--- config.mk ---
export PLATFORM = sky130hd
export DESIGN_NAME = alu_uart_interface
export DESIGN_NICKNAME = d
export VERILOG_FILES = /design/src/rtl/alu_uart_interface.sv
export SDC_FILE = /design/constraint.sdc
export NUM_CORES = 1
export LEC_CHECK = 0
export CELL_PAD_IN_SITES_DETAIL_PLACEMENT = 1
export CELL_PAD_IN_SITES_GLOBAL_PLACEMENT = 1
export CORE_UTILIZATION = 36
export CTS_CLUSTER_DIAMETER = 30
export DETAILED_ROUTE_END_ITERATION = 7
export PLACE_DENSITY_LB_ADDON = 0.05
export SLEW_MARGIN = 25
export SYNTH_ARGS = -nofsm -noshare
export SYNTH_HDL_FRONTEND = slang
export SYNTH_SLANG_ARGS = --single-unit
--- constraint.sdc ---
create_clock -name i_clk -period 2.6 [get_ports i_clk]
set_clock_uncertainty 0.15 [all_clocks]
set_input_delay 0.52 -clock i_clk [delete_from_list [all_inputs] [get_ports i_clk]]
set_output_delay 0.52 -clock i_clk [all_outputs]
set_load 0.05 [all_outputs]
--- src/rtl/alu_uart_interface.sv ---
// Frame sequencer between the UART and the ALU: collects A, B, opcode, latches the
// ALU result one cycle later and hands it to the transmitter with a start/done handshake.
//
// state     | meaning
// WAIT_A    | idle, next byte is operand A
// WAIT_B    | A held, waiting for operand B (inter-byte timer running)
// WAIT_OP   | B held, waiting for opcode (inter-byte timer running)
// COMPUTE   | ALU sees new opcode, result latched into tx_data
// SEND      | tx_start pulse
// WAIT_TX   | holding tx_data until the transmitter reports done
module alu_uart_interface #(
    parameter int NB_DATA = 8,
    parameter int TIMEOUT = 1000000
) (
    input  logic               i_clk,
    input  logic               i_reset,
    input  logic [NB_DATA-1:0] i_rx_data,
    input  logic               i_rx_done,
    input  logic [NB_DATA-1:0] i_alu_res,
    input  logic               i_tx_done,
    output logic [NB_DATA-1:0] o_dato_a,
    output logic [NB_DATA-1:0] o_dato_b,
    output logic [NB_DATA-1:0] o_op,
    output logic [NB_DATA-1:0] o_tx_data,
    output logic               o_tx_start,
    output logic               o_busy,
    output logic               o_overrun
);

    localparam int CNT_W = (TIMEOUT > 1) ? $clog2(TIMEOUT) : 1;
    localparam int TC_INT = (TIMEOUT > 0) ? TIMEOUT - 1 : 0;
    localparam logic [CNT_W-1:0] TC = CNT_W'(TC_INT);

    typedef enum logic [2:0] {
        S_WAIT_A,
        S_WAIT_B,
        S_WAIT_OP,
        S_COMPUTE,
        S_SEND,
        S_WAIT_TX
    } state_t;

    state_t             r_state;
    logic [CNT_W-1:0]   r_cnt;
    logic [NB_DATA-1:0] r_dato_a;
    logic [NB_DATA-1:0] r_dato_b;
    logic [NB_DATA-1:0] r_op;
    logic [NB_DATA-1:0] r_tx_data;
    logic               r_tx_start;
    logic               r_busy;
    logic               r_overrun;
    logic               w_expired;

    // A byte landing on the expiry cycle wins over the timeout.
    assign w_expired = (TIMEOUT > 0) && (r_cnt == TC) && !i_rx_done;

    always_ff @(posedge i_clk) begin
        if (i_reset) begin
            r_state    <= S_WAIT_A;
            r_cnt      <= '0;
            r_dato_a   <= '0;
            r_dato_b   <= '0;
            r_op       <= '0;
            r_tx_data  <= '0;
            r_tx_start <= 1'b0;
            r_busy     <= 1'b0;
            r_overrun  <= 1'b0;
        end else begin
            r_tx_start <= 1'b0;
            // r_busy mirrors COMPUTE/SEND/WAIT_TX, exactly where bytes are dropped.
            if (i_rx_done && r_busy) begin
                r_overrun <= 1'b1;
            end
            case (r_state)
                S_WAIT_A: begin
                    r_cnt <= '0;
                    if (i_rx_done) begin
                        r_dato_a <= i_rx_data;
                        r_state  <= S_WAIT_B;
                    end
                end
                S_WAIT_B: begin
                    if (i_rx_done) begin
                        r_dato_b <= i_rx_data;
                        r_cnt    <= '0;
                        r_state  <= S_WAIT_OP;
                    end else if (w_expired) begin
                        r_cnt   <= '0;
                        r_state <= S_WAIT_A;
                    end else begin
                        r_cnt <= r_cnt + 1'b1;
                    end
                end
                S_WAIT_OP: begin
                    if (i_rx_done) begin
                        r_op    <= i_rx_data;
                        r_cnt   <= '0;
                        r_busy  <= 1'b1;
                        r_state <= S_COMPUTE;
                    end else if (w_expired) begin
                        r_cnt   <= '0;
                        r_state <= S_WAIT_A;
                    end else begin
                        r_cnt <= r_cnt + 1'b1;
                    end
                end
                S_COMPUTE: begin
                    r_tx_data  <= i_alu_res;
                    r_tx_start <= 1'b1;
                    r_state    <= S_SEND;
                end
                S_SEND: begin
                    r_state <= S_WAIT_TX;
                end
                S_WAIT_TX: begin
                    if (i_tx_done) begin
                        r_busy  <= 1'b0;
                        r_state <= S_WAIT_A;
                    end
                end
                default: begin
                    r_busy  <= 1'b0;
                    r_state <= S_WAIT_A;
                end
            endcase
        end
    end

    assign o_dato_a   = r_dato_a;
    assign o_dato_b   = r_dato_b;
    assign o_op       = r_op;
    assign o_tx_data  = r_tx_data;
    assign o_tx_start = r_tx_start;
    assign o_busy     = r_busy;
    assign o_overrun  = r_overrun;

endmodule

=== After elaboration in Yosys (flattened, before gate mapping) ===
Cells that the tools add are included.

* Input port bits: 20
* Bits in writable memories: 0
* Memories: 0
* ROM bits: 0
* Logic and storage cells: 45
* Bits in registers: 58
* Output and inout bits: 35
* Latch bits: 0

* Shift operators: 0
* Bitwise gates (word level): 1
* $add $sub $neg: 1
* Reductions and logical operators: 12
* Mux-type cells: 13
* Magnitude comparators: 0
* Multipliers: 0
* Equality and inequality tests: 9
* Div/mod/pow operators: 0

{| class="wikitable"
|+ Operators with widths
! operator !! number
|-
| $mux 20 || 2
|-
| $pmux 20 s2 || 1
|-
| $add 20x1->20 const B || 1
|-
| $eq 20x20->1 const B || 1
|-
| $pmux 3 s6 || 1
|-
| $mux 3 || 5
|-
| $reduce_and 2->1 || 4
|-
| $eq 3x2->1 const B || 2
|-
| $eq 3x3->1 const B || 2
|-
| $ne 2x2->1 const B || 3
|-
| $reduce_or 4->1 || 1
|-
| $eq 3x1->1 const B || 1
|-
| $logic_not 3->1 || 1
|-
| $mux 1 || 3
|-
| $pmux 1 s3 || 1
|-
| $reduce_and 3->1 || 1
|-
| $logic_and 1x1->1 || 2
|-
| $reduce_bool 2->1 || 1
|-
| $reduce_or 2->1 || 1
|-
| $logic_not 1->1 || 1
|-
| $not 1->1 || 1
|}

=== Logic depth before layout (Yosys ltp) ===
Gate-level depths: netlist of run 1.

* Depth after elaboration: 5
* Gate-level depth with buffers: 7
* Depth with buffers taken out: 6

=== Least setup slack after synthesis of run 1 ===
No wires, ideal clock.

* Kind: register to register
* Start point: reg r_cnt[0]
* End point: reg r_cnt[10]
* Stages on the path, launching flop included: 8
* Data arrival time: 1.596 ns
* Required time: 2.322 ns
* Path slack: 0.726 ns
* Cell sequence: dfxtp_1 > ha_1 > and4_1 > nand4_1 > o21ai_1 > a21o_1 > clkbuf_1 > nor2_1

* Word-level cells in the longest chain between the ends: 5
* Elaborated cells on any way between the ends: 6
* Classes of those cells: add/sub: 1; eq/ne: 1; mux: 3; reduce/logical: 1

{| class="wikitable"
|+ RTL lines
! element !! RTL line !! source
|-
| start, declared || 44 || <nowiki>logic [CNT_W-1:0] r_cnt;</nowiki>
|-
| start signal, assigned || 91 || <nowiki>r_cnt <= r_cnt + 1'b1;</nowiki>
|-
| start signal, assigned || 104 || <nowiki>r_cnt <= r_cnt + 1'b1;</nowiki>
|-
| branches (longest 2 deep; another with $add 20x1->20) || - ||
|-
| $mux 20 (*) || 87, 100 ||
|-
| $mux 20 (*) || 95 || <nowiki>if (i_rx_done) begin</nowiki>
|-
| $pmux 20 s2 (*) || 74 || <nowiki>case (r_state)</nowiki>
|}

Every way passes the cells marked *.
A chain may end at the register's enable or synchronous reset.

=== Worst setup path after layout of run 1 ===
* Start point: reg r_busy (netlist: o_busy)
* End point: out o_busy

{| class="wikitable"
|+ RTL lines
! element !! RTL line !! source
|-
| start, declared || 50 || <nowiki>logic r_busy;</nowiki>
|-
| start signal, assigned || 66 || <nowiki>r_busy <= 1'b0;</nowiki>
|-
| start signal, assigned || 98 || <nowiki>r_busy <= 1'b1;</nowiki>
|-
| start signal, assigned || 117 || <nowiki>r_busy <= 1'b0;</nowiki>
|-
| end, declared || 26 || <nowiki>output logic o_busy,</nowiki>
|}

No word-level cell between the ends.

==> results.py, run 1 <==
metrics = {
    "outcome": {
        "status": "complete, no violations",
    },
    "routing": {
        "via_per_inst": 5.09,
        "vias": 2207,
        "wl_um": 6160,
        "firstDrtPassIters": 4,
        "wl_per_cell_um": 14.2,
        "drc": 0,
        "drt_iter0_drc": 77,
        "postRouteAntennaNets": 0,
    },
    "timing": {
        "min_period_over_period_pct": 84.4,
        "hold_violations": 0,
        "maxSlewHeadroom_pct": 59.1,
        "fmax_mhz": 455,
        "setup_violations": 0,
        "finalCriticalPeriod_ns": 2.20,
        "drv_slew": 0,
        "tns_ns": 0,
        "rsz0062_at_grt": "no",
        "tightestPinTransition_ns": 0.608,
    },
    "setup_path": {
        "critPathTopFamily": "buffers and inverters",
        "crit_type": "reg2out",
        "cp-endpoint": "o_busy",
        "slowest_delay_ns": 0.83,
        "critPathArrivalTime_ns": 1.53,
        "startpoint_type": "flip-flop",
        "critPathRequiredTime_ns": 1.93,
        "reg2reg_to": "r_cnt[11]$_SDFFE_PP0P_",
        "r2r-start": "r_state[2]$_SDFFE_PP0P_",
        "crit_slowest_cell": "clkdlybuf4s50_1",
        "endpoint_kind": "primary output",
        "crit_path_max_fanout": 4,
        "crit_cells": 1,
        "path_buf_inv": 1,
        "r2r_cells": 5,
        "crit_start": "o_busy$_SDFFE_PP0P_",
        "r2r_slack_ns": 0.57,
        "crit_chain": "clkdlybuf4s50_1",
    },
    "synthesis": {
        "syn_nets": 311,
        "synth_area_mm2": 0.00238,
        "synth_ff_type": "dfxtp_1",
        "ys_types": 36,
        "ys_ff_latch": 58,
        "yosysTopAreaCell": "dfxtp_1",
        "synthTopCellsByArea": "dfxtp_1, nand2_1, a21oi_1",
        "syn_avg_cell_area_um2": 8.20,
        "ys_seq_area_share_pct": 48.8,
        "synth-edff-count": 0,
        "netlist_instances": 290,
        "ys.warnings.count": 0,
        "yosysTopAreaCellShare_pct": 48.8,
        "async_flop_share_pct": 0,
    },
    "placement": {
        "gp_congestion": 0.742,
        "dp_hpwl_um": 4400,
        "place_area_mm2": 0.00304,
        "portBuffers": 54,
    },
    "layout": {
        "syn_to_final_growth_pct": 35.3,
        "n_antenna_cell": 0,
        "fin_nets": 373,
        "final_layout_size_suffix_gt1_share_pct": 7.56,
        "finish.instance_area_mm2": 0.00322,
    },
    "clocking": {
        "numCtsBuffers": 9,
        "holdBufCountCts": 0,
        "clkLatencyLatePin_ns": 0.33,
        "clock-sinks": 58,
        "cts.path.max_buffers": 2,
        "cts_tree": "built",
        "cts_resized": 0,
        "post_cts_buffers": 0,
        "htreeDepth": 3,
        "clkSlewWorstSetupHoldPaths_ns": 0.06,
        "cts_root_buf": "clkbuf_8",
    },
    "pwr": {
        "power.density_mw_per_mm2": 606,
        "p_leak_uw": 0.00112,
        "irDropWorstVdd_mv": 0.359,
    },
    "global_route": {
        "grt_pass1_wl_um": 10300,
        "grt_max_degree": 39,
        "grt_pass1_vias": 2177,
        "grt_use_total_pct": 18.7,
        "overflow": 0,
        "antenna_found_initial": 0,
    },
    "floorplan": {
        "fp.dieW_um": 83.3,
        "core_mm2": 0.00635,
        "die-area_mm2": 0.00694,
        "rows": 29,
        "pin_count": 55,
        "start_util_pct": 37.5,
        "die_h_um": 83.3,
    },
    "worst_hold_path": {
        "hold_path.class": "reg2reg",
    },
    "job": {
        "max_cap_viol_count": 0,
    },
}
-- cell type report --
type / count / area (µm²)
fill: 761 / 3130
sequential: 58 / 1160
multi-input combinational: 219 / 1150
timing repair buffer: 63 / 608
clock buffer: 14 / 173
tap: 77 / 96.3
inverter: 1 / 17.5
clock inverter: 2 / 10.0
-- state kept, by name, indices dropped and copies added (netlist names) --
signal      cells
o_op            8
o_busy          1
o_tx_start      1
r_cnt          20
r_state         3
o_overrun       1
o_tx_data       8
o_dato_b        8
o_dato_a        8
-- worst min-delay path by stage --
stage | from | to | slack [ns] | cells past startpoint
finish | o_op[3]$_SDFFE_PP0P_ | o_op[3]$_SDFFE_PP0P_ | 0.31 | 2
global route | o_dato_a[2]$_SDFFE_PP0P_ | o_dato_a[2]$_SDFFE_PP0P_ | 0.32 | 2
CTS | o_op[3]$_SDFFE_PP0P_ | o_op[3]$_SDFFE_PP0P_ | 0.31 | 2
detailed placement | o_op[3]$_SDFFE_PP0P_ | o_op[3]$_SDFFE_PP0P_ | 0.30 | 2
floorplan | r_cnt[14]$_SDFFE_PP0P_ | r_cnt[14]$_SDFFE_PP0P_ | 0.32 | 2
global placement | o_tx_data[1]$_SDFFE_PP0P_ | o_tx_data[1]$_SDFFE_PP0P_ | 0.29 | 2
-- through the flow --
step / setup slack [ns] / utilization (%) / instances / total power (µW) / hold WS [ns]
2_1_floorplan: 0.726 / - / 290 / 1110 / 0.316
3_3_place_gp: 0.387 / 47.8 / 418 / 1210 / 0.292
3_5_place_dp: 0.329 / 47.8 / 418 / 1220 / 0.300
4_1_cts: 0.378 / 50.7 / 434 / 1980 / 0.309
5_1_grt: 0.308 / 50.7 / 434 / 2040 / 0.323
6_report: 0.404 / 50.7 / 434 / 1950 / 0.306
-- synthesized netlist by cell type (2+ instances only) --
master / n
a21oi_1: 37
and3_1: 5
xnor2_1: 6
dfxtp_1: 58
nand2_1: 73
nand2b_1: 4
a31oi_1: 3
nand3_1: 16
and4_1: 2
nand4_1: 5
a21o_1: 3
nor2_1: 27
nand4b_1: 2
clkbuf_1: 11
xor2_1: 10
nor2b_1: 2
nor3_1: 4
o21ai_1: 2
nor4_1: 2
nor4b_1: 2
-- placed cells by master (no fill, tap or decap), types with 2 or more instances in the layout --
cell	instances
nand3_1	16
nand4_1	5
o21ai_1	2
dfxtp_1	58
nor2b_1	2
clkinv_2	2
xor2_1	10
clkbuf_1	2
clkdlybuf4s50_1	54
xnor2_1	6
nand4b_1	2
and4_1	2
a21oi_1	37
nor4_1	2
nor3_1	4
nor2_1	27
nand2_1	73
and3_1	5
clkbuf_8	12
nand2b_1	4
nor4b_1	2
buf_4	9
a21o_1	3
a31oi_1	3
-- per-layer routing --
metal	share of wire, %	track usage, %	vias up
met1	48	22.9	1048
li1	-	-	1111
met3	3.0	4.67	10
met2	48	31.3	38
met5	0	0	-
met4	1.5	7.52	0
-- kinds of logic after synthesis --
group | after synthesis | synth area share, %
compound gates | 50 | 11.5
buf+inv | 13 | 2.68
xor+xnor | 16 | 5.89
mux | 1 | 0.421
simple gates | 151 | 30.2
fa+ha+maj | 1 | 0.526
flops | 58 | 48.8
-- power by group --
group	internal (µW)	total [µW]	switching, µW
Clock	422	758	336
Sequential	914	935	21.1
Combinational	97.5	259	161
Total	1430	1950	518
-- tightest hold or removal path, stage by stage (launching register included) --
cell     delay [ns]
dfxtp_1        0.31
nand2_1        0.05
a21oi_1        0.05
(Power assumes the default switching activity.)
==> run 2, diff against run 1 <==
--- a/config.mk
+++ b/config.mk
@@ -7,7 +7,7 @@
 export LEC_CHECK = 0
 export CELL_PAD_IN_SITES_DETAIL_PLACEMENT = 1
 export CELL_PAD_IN_SITES_GLOBAL_PLACEMENT = 1
-export CORE_UTILIZATION = 36
+export CORE_UTILIZATION = 32
 export CTS_CLUSTER_DIAMETER = 30
 export DETAILED_ROUTE_END_ITERATION = 7
 export PLACE_DENSITY_LB_ADDON = 0.05
==> constraint.sdc (replaced) <==
create_clock -name i_clk -period 1.8 [get_ports i_clk]
set_clock_uncertainty 0.15 [all_clocks]
set_input_delay 0.36 -clock i_clk [delete_from_list [all_inputs] [get_ports i_clk]]
set_output_delay 0.36 -clock i_clk [all_outputs]
set_load 0.05 [all_outputs]
==> run 2 against run 1 <==
Power up 58%; die area up 12%; cell area up 10%; sequential power up 44%; highest routed layer unchanged; combinational power up 61%; global-route usage down 0.22 points; non-clock buffer count up 25; critical endpoint is now r_cnt[18]$_SDFFE_PP0P_.
==> results.py, run 2 (synthesis gave the netlist of run 1 again) <==
metrics = {
    "global_route": {
        "grt_use_total_pct": 18.5,
        "busiest_layer": "met2",
        "met2_usage_pct": 30.1,
        "grt_pass1_wl_um": 10700,
        "grt.met3_usage_pct": 5.50,
        "antenna_found_initial": 0,
        "overflow": 0,
        "grt_pass1_vias": 2245,
        "use_met1_pct": 22.2,
        "grt_max_degree": 43,
    },
    "placement": {
        "dp_hpwl_um": 4630,
        "gp_congestion": 0.747,
        "portBuffers": 54,
        "place_area_mm2": 0.00318,
    },
    "layout": {
        "n_antenna_cell": 0,
        "final_layout_size_suffix_gt1_share_pct": 29.3,
        "layout_commonest_cell": "nand2_1",
        "regMostFlops": "r_cnt",
        "largest_reg_flops": 20,
        "finish.instance_area_mm2": 0.00354,
        "layout_common_cells": "nand2_1, buf_4, dfxtp_1, a21oi_1",
        "syn_to_final_growth_pct": 48.9,
        "fin_nets": 398,
    },
    "routing": {
        "drc": 0,
        "drt_iter0_drc": 74,
        "vias": 2307,
        "wl_per_cell_um": 14.0,
        "firstDrtPassIters": 4,
        "via_per_inst": 4.80,
        "wl_um": 6760,
        "postRouteAntennaNets": 0,
    },
    "timing": {
        "tightestPinTransition_ns": 0.346,
        "rsz0062_at_grt": "yes",
        "setup_violations": 0,
        "hold_violations": 0,
        "min_period_over_period_pct": 97.6,
        "drv_slew": 0,
        "finalCriticalPeriod_ns": 1.76,
        "maxSlewHeadroom_pct": 76.9,
        "hold_slack_ns": 0.304,
        "fmax_mhz": 569,
    },
    "clocking": {
        "clkLatencyLatePin_ns": 0.34,
        "cts_root_buf": "clkbuf_8",
        "holdBufCountCts": 0,
        "clock-sinks": 58,
        "clkSlewWorstSetupHoldPaths_ns": 0.06,
        "cts_tree": "built",
        "numCtsBuffers": 9,
        "htreeDepth": 3,
        "cts.path.max_buffers": 2,
    },
    "pwr": {
        "irDropWorstVdd_mv": 0.416,
        "switching_power_uw": 794,
        "power.density_mw_per_mm2": 872,
        "p_comb_share_pct": 13.5,
        "swShare_pct": 25.7,
        "p_leak_uw": 0.00135,
        "sequentialPowerShare_pct": 43.6,
        "power.internal_uw": 2290,
        "clockPowerShare_pct": 42.9,
    },
    "floorplan": {
        "die_h_um": 88.2,
        "pin_count": 55,
        "rows": 31,
        "start_util_pct": 33.0,
        "die-area_mm2": 0.00778,
        "fp.dieW_um": 88.2,
        "core_mm2": 0.00721,
    },
    "setup_path": {
        "crit_slowest_cell": "or3b_1",
        "crit_type": "reg2reg",
        "critPathArrivalTime_ns": 1.87,
        "critPathRequiredTime_ns": 1.91,
        "endpoint_kind": "flip-flop",
        "crit_path_max_fanout": 5,
        "startpoint_type": "flip-flop",
        "crit_chain": "ha_4 > and4_1 > nand4_1 > o21a_2 > or3b_1 > a31oi_1",
        "slowest_delay_ns": 0.35,
    },
    "worst_hold_path": {
        "hold_path.class": "reg2reg",
    },
    "job": {
        "max_cap_viol_count": 0,
    },
    "outcome": {
        "status": "complete, no violations",
    },
}
-- run 2: per-layer routing --
layer | wire length (µm) | part of all wire [%] | vias to the layer above
met4 | 142 | 2.1 | 0
li1 | - | - | 1155
met5 | 0 | 0 | -
met2 | 3310 | 49 | 44
met1 | 3040 | 45 | 1091
met3 | 269 | 4.0 | 17
-- run 2: final timing paths --
| kind | from | end | slack (ns) | cells after the start |
|---|---|---|---|---|
| hold reg to reg | o_tx_data[0]$_SDFFE_PP0P_ | o_tx_data[0]$_SDFFE_PP0P_ | 0.30 | 2 |
| setup reg to reg | r_cnt[1]$_SDFFE_PP0P_ | r_cnt[18]$_SDFFE_PP0P_ | 0.04 | 6 |
| hold / removal | o_tx_data[0]$_SDFFE_PP0P_ | o_tx_data[0]$_SDFFE_PP0P_ | 0.30 | 2 |
| setup / recovery | r_cnt[1]$_SDFFE_PP0P_ | r_cnt[18]$_SDFFE_PP0P_ | 0.04 | 6 |
-- run 2: repair_timing --
item	4_1_cts	5_1_grt
hold endpoints to repair	0	0
gates resized for setup	2	31
endpoints found under the setup margin	19	21
buffers inserted	0	1
pin swaps	0	23
-- run 2: worst max-delay path, delay by kind of cell (launching register included) --
family	cells	cell delay [ns]
adders and majority gates	1	0.16
AOI/OAI and AO/OA	2	0.33
and+or+nand+nor	3	0.70
DFF	1	0.34
-- run 2: metrics by stage --
stage / TNS [ns] / std cells / worst slack [ns] / power [µW] / utilization, %
2_1_floorplan: 0 / 290 / 0.0130 / 1600 / -
4_1_cts: -0.0461 / 480 / -0.0461 / 3130 / 47.2
3_3_place_gp: -6.40 / 464 / -0.255 / 1780 / 44.1
6_report: 0 / 481 / 0.0439 / 3090 / 49.1
3_5_place_dp: -8.23 / 464 / -0.317 / 1780 / 44.1
5_1_grt: -0.682 / 481 / -0.0824 / 3240 / 49.1
-- run 2: area by class of cell --
| type | instances | area (µm²) |
|---|---|---|
| fillers | 870 | 3670 |
| multi-input cells | 219 | 1270 |
| flip-flops and latches | 58 | 1170 |
| repair buffers | 88 | 741 |
| clock buffers | 11 | 141 |
| well taps | 99 | 124 |
| clock inverters | 5 | 77.6 |
| inverters | 1 | 17.5 |
-- run 2: power groups by stage --
| stage | logic (µW) | registers [µW] | clock network, µW |
|---|---|---|---|
| after floorplan | 124 | 1470 | 0 |
| after global placement | 405 | 1370 | 0 |
| after detailed placement | 408 | 1370 | 0 |
| after CTS | 410 | 1340 | 1380 |
| after global routing | 450 | 1350 | 1440 |
| final | 417 | 1350 | 1320 |
